--- src/rtl/serial_ram_reader_pkg.sv ---
// Shared constants for the nibble-serial external RAM link.
// Holds the default pin counts and frame length, the derived word widths,
// a phase-counter width helper and the default round-trip delay that both
// the reader and any RAM model must agree on.
package serial_ram_pkg;

    localparam int DEF_ADDR_PINS   = 4;
    localparam int DEF_DATA_PINS   = 4;
    localparam int DEF_LOG2_CYCLES = 2;

    localparam int CYCLES    = 1 << DEF_LOG2_CYCLES;
    localparam int ADDR_BITS = DEF_ADDR_PINS * CYCLES;
    localparam int DATA_BITS = DEF_DATA_PINS * CYCLES;

    // Cycles from the end of an address frame to the first returned nibble.
    localparam int DEFAULT_RESP_DELAY = 8;

    // A one-cycle frame still needs a 1-bit phase register.
    function automatic int phase_width(input int log2_cycles);
        return (log2_cycles < 1) ? 1 : log2_cycles;
    endfunction

endpackage

--- src/rtl/serial_ram_reader_if.sv ---
// Request/response and pin bundle for serial_ram_reader.
// master: the reader (accepts requests, drives address pins, returns words).
// slave : the requester plus RAM side.
// Signals: req_valid/req_ready/req_addr, addr_out, data_in,
//          resp_valid/resp_data, phase.
interface serial_ram_reader_if #(
    parameter int ADDR_PINS   = serial_ram_pkg::DEF_ADDR_PINS,
    parameter int DATA_PINS   = serial_ram_pkg::DEF_DATA_PINS,
    parameter int LOG2_CYCLES = serial_ram_pkg::DEF_LOG2_CYCLES
);
    localparam int N_CYC = 1 << LOG2_CYCLES;
    localparam int PW    = serial_ram_pkg::phase_width(LOG2_CYCLES);

    logic                         req_valid;
    logic                         req_ready;
    logic [ADDR_PINS*N_CYC-1:0]   req_addr;
    logic [ADDR_PINS-1:0]         addr_out;
    logic [DATA_PINS-1:0]         data_in;
    logic                         resp_valid;
    logic [DATA_PINS*N_CYC-1:0]   resp_data;
    logic [PW-1:0]                phase;

    modport master (
        input  req_valid, req_addr, data_in,
        output req_ready, addr_out, resp_valid, resp_data, phase
    );

    modport slave (
        output req_valid, req_addr, data_in,
        input  req_ready, addr_out, resp_valid, resp_data, phase
    );

endinterface

--- src/rtl/serial_ram_reader_deser.sv ---
// serial_ram_deser: assembles CYCLES data nibbles (LSB first) into a word.
// Ports:
//   clk, reset  : clock, synchronous active-high reset
//   start       : this cycle carries nibble 0 of a capture window
//   issue       : the window belongs to an accepted request
//   data_in     : serial data pins
//   word_valid  : one-cycle pulse after the last nibble of an issued window
//   word_data   : assembled word, held until the next issued window ends
module serial_ram_deser
    import serial_ram_pkg::*;
#(
    parameter int DATA_PINS   = DEF_DATA_PINS,
    parameter int LOG2_CYCLES = DEF_LOG2_CYCLES
) (
    input  logic                       clk,
    input  logic                       reset,
    input  logic                       start,
    input  logic                       issue,
    input  logic [DATA_PINS-1:0]       data_in,
    output logic                       word_valid,
    output logic [DATA_PINS*(1<<LOG2_CYCLES)-1:0] word_data
);
    localparam int N_CYC  = 1 << LOG2_CYCLES;
    localparam int D_BITS = DATA_PINS * N_CYC;
    localparam int PW     = phase_width(LOG2_CYCLES);

    // Only the nibbles captured so far need storing; the current one comes
    // straight from the pins.
    logic [D_BITS-DATA_PINS-1:0] acc_q;
    logic [PW-1:0]               left_q;
    logic                        active_q;
    logic                        issue_q;

    logic                        cap;
    logic                        last;
    logic                        issue_now;
    logic [PW-1:0]               left_now;
    logic [D_BITS-1:0]           shifted;

    always_comb begin
        cap       = start | active_q;
        left_now  = start ? PW'(N_CYC - 1) : left_q;
        issue_now = start ? issue : issue_q;
        last      = cap && (left_now == '0);
        shifted   = {data_in, acc_q};
    end

    always_ff @(posedge clk) begin
        if (reset) begin
            acc_q      <= '0;
            left_q     <= '0;
            active_q   <= 1'b0;
            issue_q    <= 1'b0;
            word_valid <= 1'b0;
            word_data  <= '0;
        end else begin
            word_valid <= last & issue_now;
            if (cap) begin
                acc_q    <= shifted[D_BITS-1:DATA_PINS];
                left_q   <= left_now - PW'(1);
                issue_q  <= issue_now;
                active_q <= !last;
            end
            if (last && issue_now) begin
                word_data <= shifted;
            end
        end
    end

endmodule

--- src/rtl/serial_ram_reader.sv ---
// serial_ram_reader: initiator side of the nibble-serial external RAM link.
// Serializes one read address per frame of 2**LOG2_CYCLES cycles, samples
// the returned nibbles after a fixed round trip, and pulses each word out.
// Ports:
//   clk, reset : clock, synchronous active-high reset
//   bus        : serial_ram_reader_if.master (request, pins, response, phase)
// Build option: define SERIAL_RAM_READER_RESP_REG_EN to add one register
// stage on resp_valid/resp_data (response one cycle later).
module serial_ram_reader
    import serial_ram_pkg::*;
#(
    parameter int ADDR_PINS   = DEF_ADDR_PINS,
    parameter int DATA_PINS   = DEF_DATA_PINS,
    parameter int LOG2_CYCLES = DEF_LOG2_CYCLES,
    parameter int RESP_DELAY  = DEFAULT_RESP_DELAY
) (
    input  logic                 clk,
    input  logic                 reset,
    serial_ram_reader_if.master  bus
);
    localparam int N_CYC  = 1 << LOG2_CYCLES;
    localparam int A_BITS = ADDR_PINS * N_CYC;
    localparam int D_BITS = DATA_PINS * N_CYC;
    localparam int PW     = phase_width(LOG2_CYCLES);
    localparam int DEPTH  = N_CYC + RESP_DELAY;
    localparam logic [PW-1:0] LAST_PHASE = PW'(N_CYC - 1);

    logic [PW-1:0]     phase_q;
    logic [A_BITS-1:0] addr_q;
    logic              frame_issued_q;
    logic [DEPTH-1:0]  start_sr;
    logic [DEPTH-1:0]  issue_sr;

    logic              ready;
    logic              accept;
    logic              word_valid;
    logic [D_BITS-1:0] word_data;

    assign ready  = (phase_q == LAST_PHASE) && !reset;
    assign accept = bus.req_valid && ready;

    always_ff @(posedge clk) begin
        if (reset) begin
            phase_q        <= '0;
            addr_q         <= '0;
            frame_issued_q <= 1'b0;
            start_sr       <= '0;
            issue_sr       <= '0;
        end else begin
            // Power-of-two frame length, so the counter wraps on its own.
            phase_q <= phase_q + PW'(1);
            if (accept) begin
                addr_q <= bus.req_addr;
            end
            if (phase_q == LAST_PHASE) begin
                frame_issued_q <= accept;
            end
            // One token per cycle; a token marks a frame start (phase 0) and
            // whether that frame carries a real request. It surfaces exactly
            // when that frame's first data nibble is on the pins.
            start_sr <= {start_sr[DEPTH-2:0], phase_q == '0};
            issue_sr <= {issue_sr[DEPTH-2:0], frame_issued_q && (phase_q == '0)};
        end
    end

    serial_ram_deser #(
        .DATA_PINS   (DATA_PINS),
        .LOG2_CYCLES (LOG2_CYCLES)
    ) u_deser (
        .clk        (clk),
        .reset      (reset),
        .start      (start_sr[DEPTH-1]),
        .issue      (issue_sr[DEPTH-1]),
        .data_in    (bus.data_in),
        .word_valid (word_valid),
        .word_data  (word_data)
    );

    assign bus.req_ready = ready;
    assign bus.phase     = phase_q;
    assign bus.addr_out  = addr_q[int'(phase_q)*ADDR_PINS +: ADDR_PINS];

`ifdef SERIAL_RAM_READER_RESP_REG_EN
    logic              resp_valid_q;
    logic [D_BITS-1:0] resp_data_q;

    always_ff @(posedge clk) begin
        if (reset) begin
            resp_valid_q <= 1'b0;
            resp_data_q  <= '0;
        end else begin
            resp_valid_q <= word_valid;
            resp_data_q  <= word_data;
        end
    end

    assign bus.resp_valid = resp_valid_q;
    assign bus.resp_data  = resp_data_q;
`else
    assign bus.resp_valid = word_valid;
    assign bus.resp_data  = word_data;
`endif

endmodule

--- src/flat_wrapper.sv ---
// flat-port wrapper written by rule: the top's interface ports become plain ports
module serial_ram_reader_flat import serial_ram_pkg::*;
#(
    parameter int ADDR_PINS   = DEF_ADDR_PINS,
    parameter int DATA_PINS   = DEF_DATA_PINS,
    parameter int LOG2_CYCLES = DEF_LOG2_CYCLES,
    parameter int RESP_DELAY  = DEFAULT_RESP_DELAY
)
  (clk, reset, bus_req_valid, bus_req_addr, bus_data_in, bus_req_ready, bus_addr_out, bus_resp_valid, bus_resp_data, bus_phase);
  serial_ram_reader_if #(.ADDR_PINS(ADDR_PINS), .DATA_PINS(DATA_PINS), .LOG2_CYCLES(LOG2_CYCLES)) bus_i ();
  input  logic clk;
  input  logic reset;
  input wire logic [$bits(bus_i.req_valid)-1:0] bus_req_valid;
  input wire logic [$bits(bus_i.req_addr)-1:0] bus_req_addr;
  input wire logic [$bits(bus_i.data_in)-1:0] bus_data_in;
  output wire logic [$bits(bus_i.req_ready)-1:0] bus_req_ready;
  output wire logic [$bits(bus_i.addr_out)-1:0] bus_addr_out;
  output wire logic [$bits(bus_i.resp_valid)-1:0] bus_resp_valid;
  output wire logic [$bits(bus_i.resp_data)-1:0] bus_resp_data;
  output wire logic [$bits(bus_i.phase)-1:0] bus_phase;
  assign bus_i.req_valid = bus_req_valid;
  assign bus_i.req_addr = bus_req_addr;
  assign bus_i.data_in = bus_data_in;
  assign bus_req_ready = bus_i.req_ready;
  assign bus_addr_out = bus_i.addr_out;
  assign bus_resp_valid = bus_i.resp_valid;
  assign bus_resp_data = bus_i.resp_data;
  assign bus_phase = bus_i.phase;
  serial_ram_reader #(.ADDR_PINS(ADDR_PINS), .DATA_PINS(DATA_PINS), .LOG2_CYCLES(LOG2_CYCLES), .RESP_DELAY(RESP_DELAY)) u_core (.clk(clk), .reset(reset), .bus(bus_i));
endmodule
--- config.mk ---
export PLATFORM = sky130hd
export DESIGN_NAME = serial_ram_reader_flat
export DESIGN_NICKNAME = d
export VERILOG_FILES = /design/src/rtl/serial_ram_reader_pkg.sv /design/src/rtl/serial_ram_reader_if.sv /design/src/rtl/serial_ram_reader_deser.sv /design/src/rtl/serial_ram_reader.sv /design/src/flat_wrapper.sv
export SDC_FILE = /design/constraint.sdc
export NUM_CORES = 1
export LEC_CHECK = 0
export ABC_AREA = 0
export CAP_MARGIN = 20
export CORE_UTILIZATION = 47
export CTS_BUF_LIST = sky130_fd_sc_hd__clkbuf_8 sky130_fd_sc_hd__clkbuf_16
export CTS_CLUSTER_DIAMETER = 200
export DETAILED_ROUTE_END_ITERATION = 8
export HOLD_SLACK_MARGIN = 0.02
export PLACE_DENSITY = 0.72
export SLEW_MARGIN = 20
export SYNTH_ARGS = -nofsm -noshare
export SYNTH_HDL_FRONTEND = slang
export SYNTH_HIERARCHICAL = 1
export SYNTH_SLANG_ARGS = --single-unit
--- constraint.sdc ---
create_clock -name clk -period 1.5 [get_ports clk]
set_clock_uncertainty 0.2 [all_clocks]
set_input_delay 0.15 -clock clk [delete_from_list [all_inputs] [get_ports clk]]
set_output_delay 0.15 -clock clk [all_outputs]
set_load 0.005 [all_outputs]
==> flow_summary.toml <==
[critical_path]
crit_path_start = "u_core/bus.phase[0]"
required_ns = 1.15
slowest_delay_ns = 0.50
crit_type = "flop to primary output"
r2r_setup_slack_ns = -0.15
crit_buf_inv = 2
reg2reg_to = "u_core/u_deser/word_data[10]"
crit_path_max_fanout = 3
cpMaxStageDelayCell = "mux4_2"
cpLargestDelayFamily = "multiplexers"
endpoint_kind = "primary output"
crit_chain = "buf_6, mux4_2, buf_2"
cp-start-kind = "flop"
timing.rr.start = "u_core/start_sr[11]"
r2r_cells = 7
worstPathArrival_ns = 1.45

[power_and_ir_drop]
peakVddDrop_v = 0.0008213
p_per_area_nw_per_um2 = 1036
leakagePower_nw = 1.490
total_power_w = 0.004024

[sta]
final.setup.worst_slack_ns = -0.2951
rsz0062_at_grt = "yes"
hold_viol = 0
finalMaxSlewViolations = 0
whs_ns = 0.09636
setup_viol = 30
fmax_mhz = 557.1
finalCritPeriodShare_pct = 119.7
slew_headroom_pct = 82.01
worstMarginPinSlew_ns = 0.2699
fin_crit_ns = 1.795
setup_tns_ns = -2.812

[floorplanning]
die_h_um = 81.18
die_x_um = 81.18
dieArea_sq_um = 6590
coreArea_sq_um = 5991
start_util_pct = 49.19
ios = 47
rows = 28

[global_routing]
grt_max_degree = 66
grtUsageTotal_pct = 17.36
grt_pass1_wl_mm = 8.493
grt_pass1_vias = 1903
antenna_found_initial = 0
overflow = 0

[yosys]
synth_top_area_share_pct = 51.63
ys.flop_type = "dfxtp_1"
synth_cell_types = 28
syn-num-nets = 310
async_reset_ff_share_pct = 0
ys_ff_latch = 76
yosys_warnings = 6
postSynthAreaPerCell_sq_um = 10.38
seq_area_frac_synth_pct = 51.63
netlist_area_sq_um = 2947
synth-edff-count = 0
syn_inst = 284
yosys.area.top_type = "dfxtp_1"
synth_area_leaders = "dfxtp_1 52%, nand2b_1 6.8%, mux2i_1 5.8%"

[hold_path]
hold_start = "reset"
hold_path_end = "u_core/bus.phase[0]"
holdPathStages = 3
hold_class = "input pin to flop"

[place]
gp_congestion = 0.7405
post-dp-hpwl_mm = 3.201
placed_area_sq_um = 3458
port_buffers = 46
place_inst = 393

[drt]
vias = 2093
drt_wl_total_mm = 5.541
wl_per_cell_um = 13.29
viasPerCell = 5.019
drt-pass1-iter-count = 4
drt_first_iter_violations = 85
postRouteAntennaNets = 0
drc = 0

[clocking]
htree_levels = 3
cts_buffers = 9
tritoncts = "done"
path_clk_slew_ns = 0.08
cts_hold_buf = 0
clk_latency_ns = 0.35
root_buffer = "clkbuf_8"
cts_sinks = 76
clockBufferDepth = 2

[finish]
nets = 363
area_growth_pct = 31.80
stdcell_count = 417
final_common_cell = "dfxtp_1"
design_area_sq_um = 3884
num_antenna_cells = 0
final_cell_mix = "65 x dfxtp_1, 32 x nand2b_1, 25 x nand2_1"
final_layout_size_suffix_gt1_share_pct = 26.32
fillers = 464

[run_status]
status = "finished, violations left"
violations = "setup timing"

[job]
maxCapViolations = 0
==> cell usage after synthesis, types with 7 or more instances <==
master and number:
dfxtp_1 76, nand2b_1 32, a21oi_1 28, nand2_1 26
mux2i_1 17, nand3_1 17, nor2b_1 16, a21bo_2 12
and2b_1 10, buf_2 7
==> worst max-delay path by stage <==
stage                                   endpoint  slack, ns  cells past startpoint
floorplan           u_core/u_deser/word_data[10]      -0.07                      6
detailed placement               bus_addr_out[3]      -0.25                      2
finish                           bus_addr_out[2]      -0.30                      3
global placement                 bus_addr_out[2]      -0.25                      2
CTS                              bus_addr_out[2]      -0.31                      3
global route                     bus_addr_out[2]      -0.34                      3
==> worst reg2reg max path, stage by stage (launching register included) <==
cell and delay [ns]:
dfxtp_4 0.37, nor2_4 0.12, ha_4 0.17, nand2_4 0.06
o21ai_4 0.21, buf_12 0.14, buf_12 0.11, mux2i_1 0.20
==> registers in the layout, indices dropped and copies added (netlist names) <==
signal	flops
u_core/addr_q	16
u_core/u_deser/word_data	16
u_core/issue_sr	12
u_core/start_sr	12
u_core/u_deser/acc_q	12
u_core/bus.phase	2
u_core/u_deser/left_q	2
u_core/frame_issued_q	1
u_core/u_deser/active_q	1
u_core/u_deser/issue_q	1
u_core/u_deser/word_valid	1
==> stage by stage <==
step / setup WS (ns) / utilization [%]
2_1_floorplan: -0.06889 / -
3_3_place_gp: -0.2519 / 57.73
3_5_place_dp: -0.2529 / 57.73
4_1_cts: -0.3119 / 62.49
5_1_grt: -0.3353 / 64.83
6_report: -0.2951 / 64.83
==> power by group <==
part           switching, W  internal [W]  total, W
Combinational      0.000112      0.000151  0.000264
Sequential        0.0000130       0.00204   0.00205
Clock              0.000731      0.000981   0.00171
==> routing by layer <==
metal,up-vias,global-route usage (%),share of wire [%]
li1,1046,-,-
met4,0,5.893,1.3
met1,983,20.59,45
met3,8,6.854,5.6
met5,-,0,0
met2,56,28.49,48
==> repair_timing <==
item | CTS | global route
pin swaps | 0 | 13
cloned | 1 | 2
setup endpoints to repair | 57 | 41
setup buffers | 2 | 4
resized for setup | 58 | 27
==> layout make-up <==
| class | instances | area, sq um | share of cell area, % |
|---|---|---|---|
| flip-flops and latches | 76 | 1543 | 39.72 |
| multi-input cells | 184 | 1356 | 34.92 |
| repair buffers | 64 | 659.4 | 16.98 |
| clock buffers | 10 | 137.6 | 3.544 |
| well taps | 75 | 93.84 | 2.416 |
| clock inverters | 6 | 86.33 | 2.223 |
| inverters | 2 | 7.507 | 0.1933 |
==> logic make-up after synthesis <==
| kind of cell | Yosys count | share of synthesized area [%] |
|---|---|---|
| AOI/OAI and AO/OA | 47 | 11.47 |
| xor gates and xnor gates | 1 | 0.2973 |
| adders and majority gates | 3 | 1.274 |
| buffers and inverters | 24 | 5.562 |
| DFF | 76 | 51.63 |
| muxes | 21 | 8.832 |
| and+or+nand+nor | 112 | 20.93 |
Power figures use the tool's default switching activity.
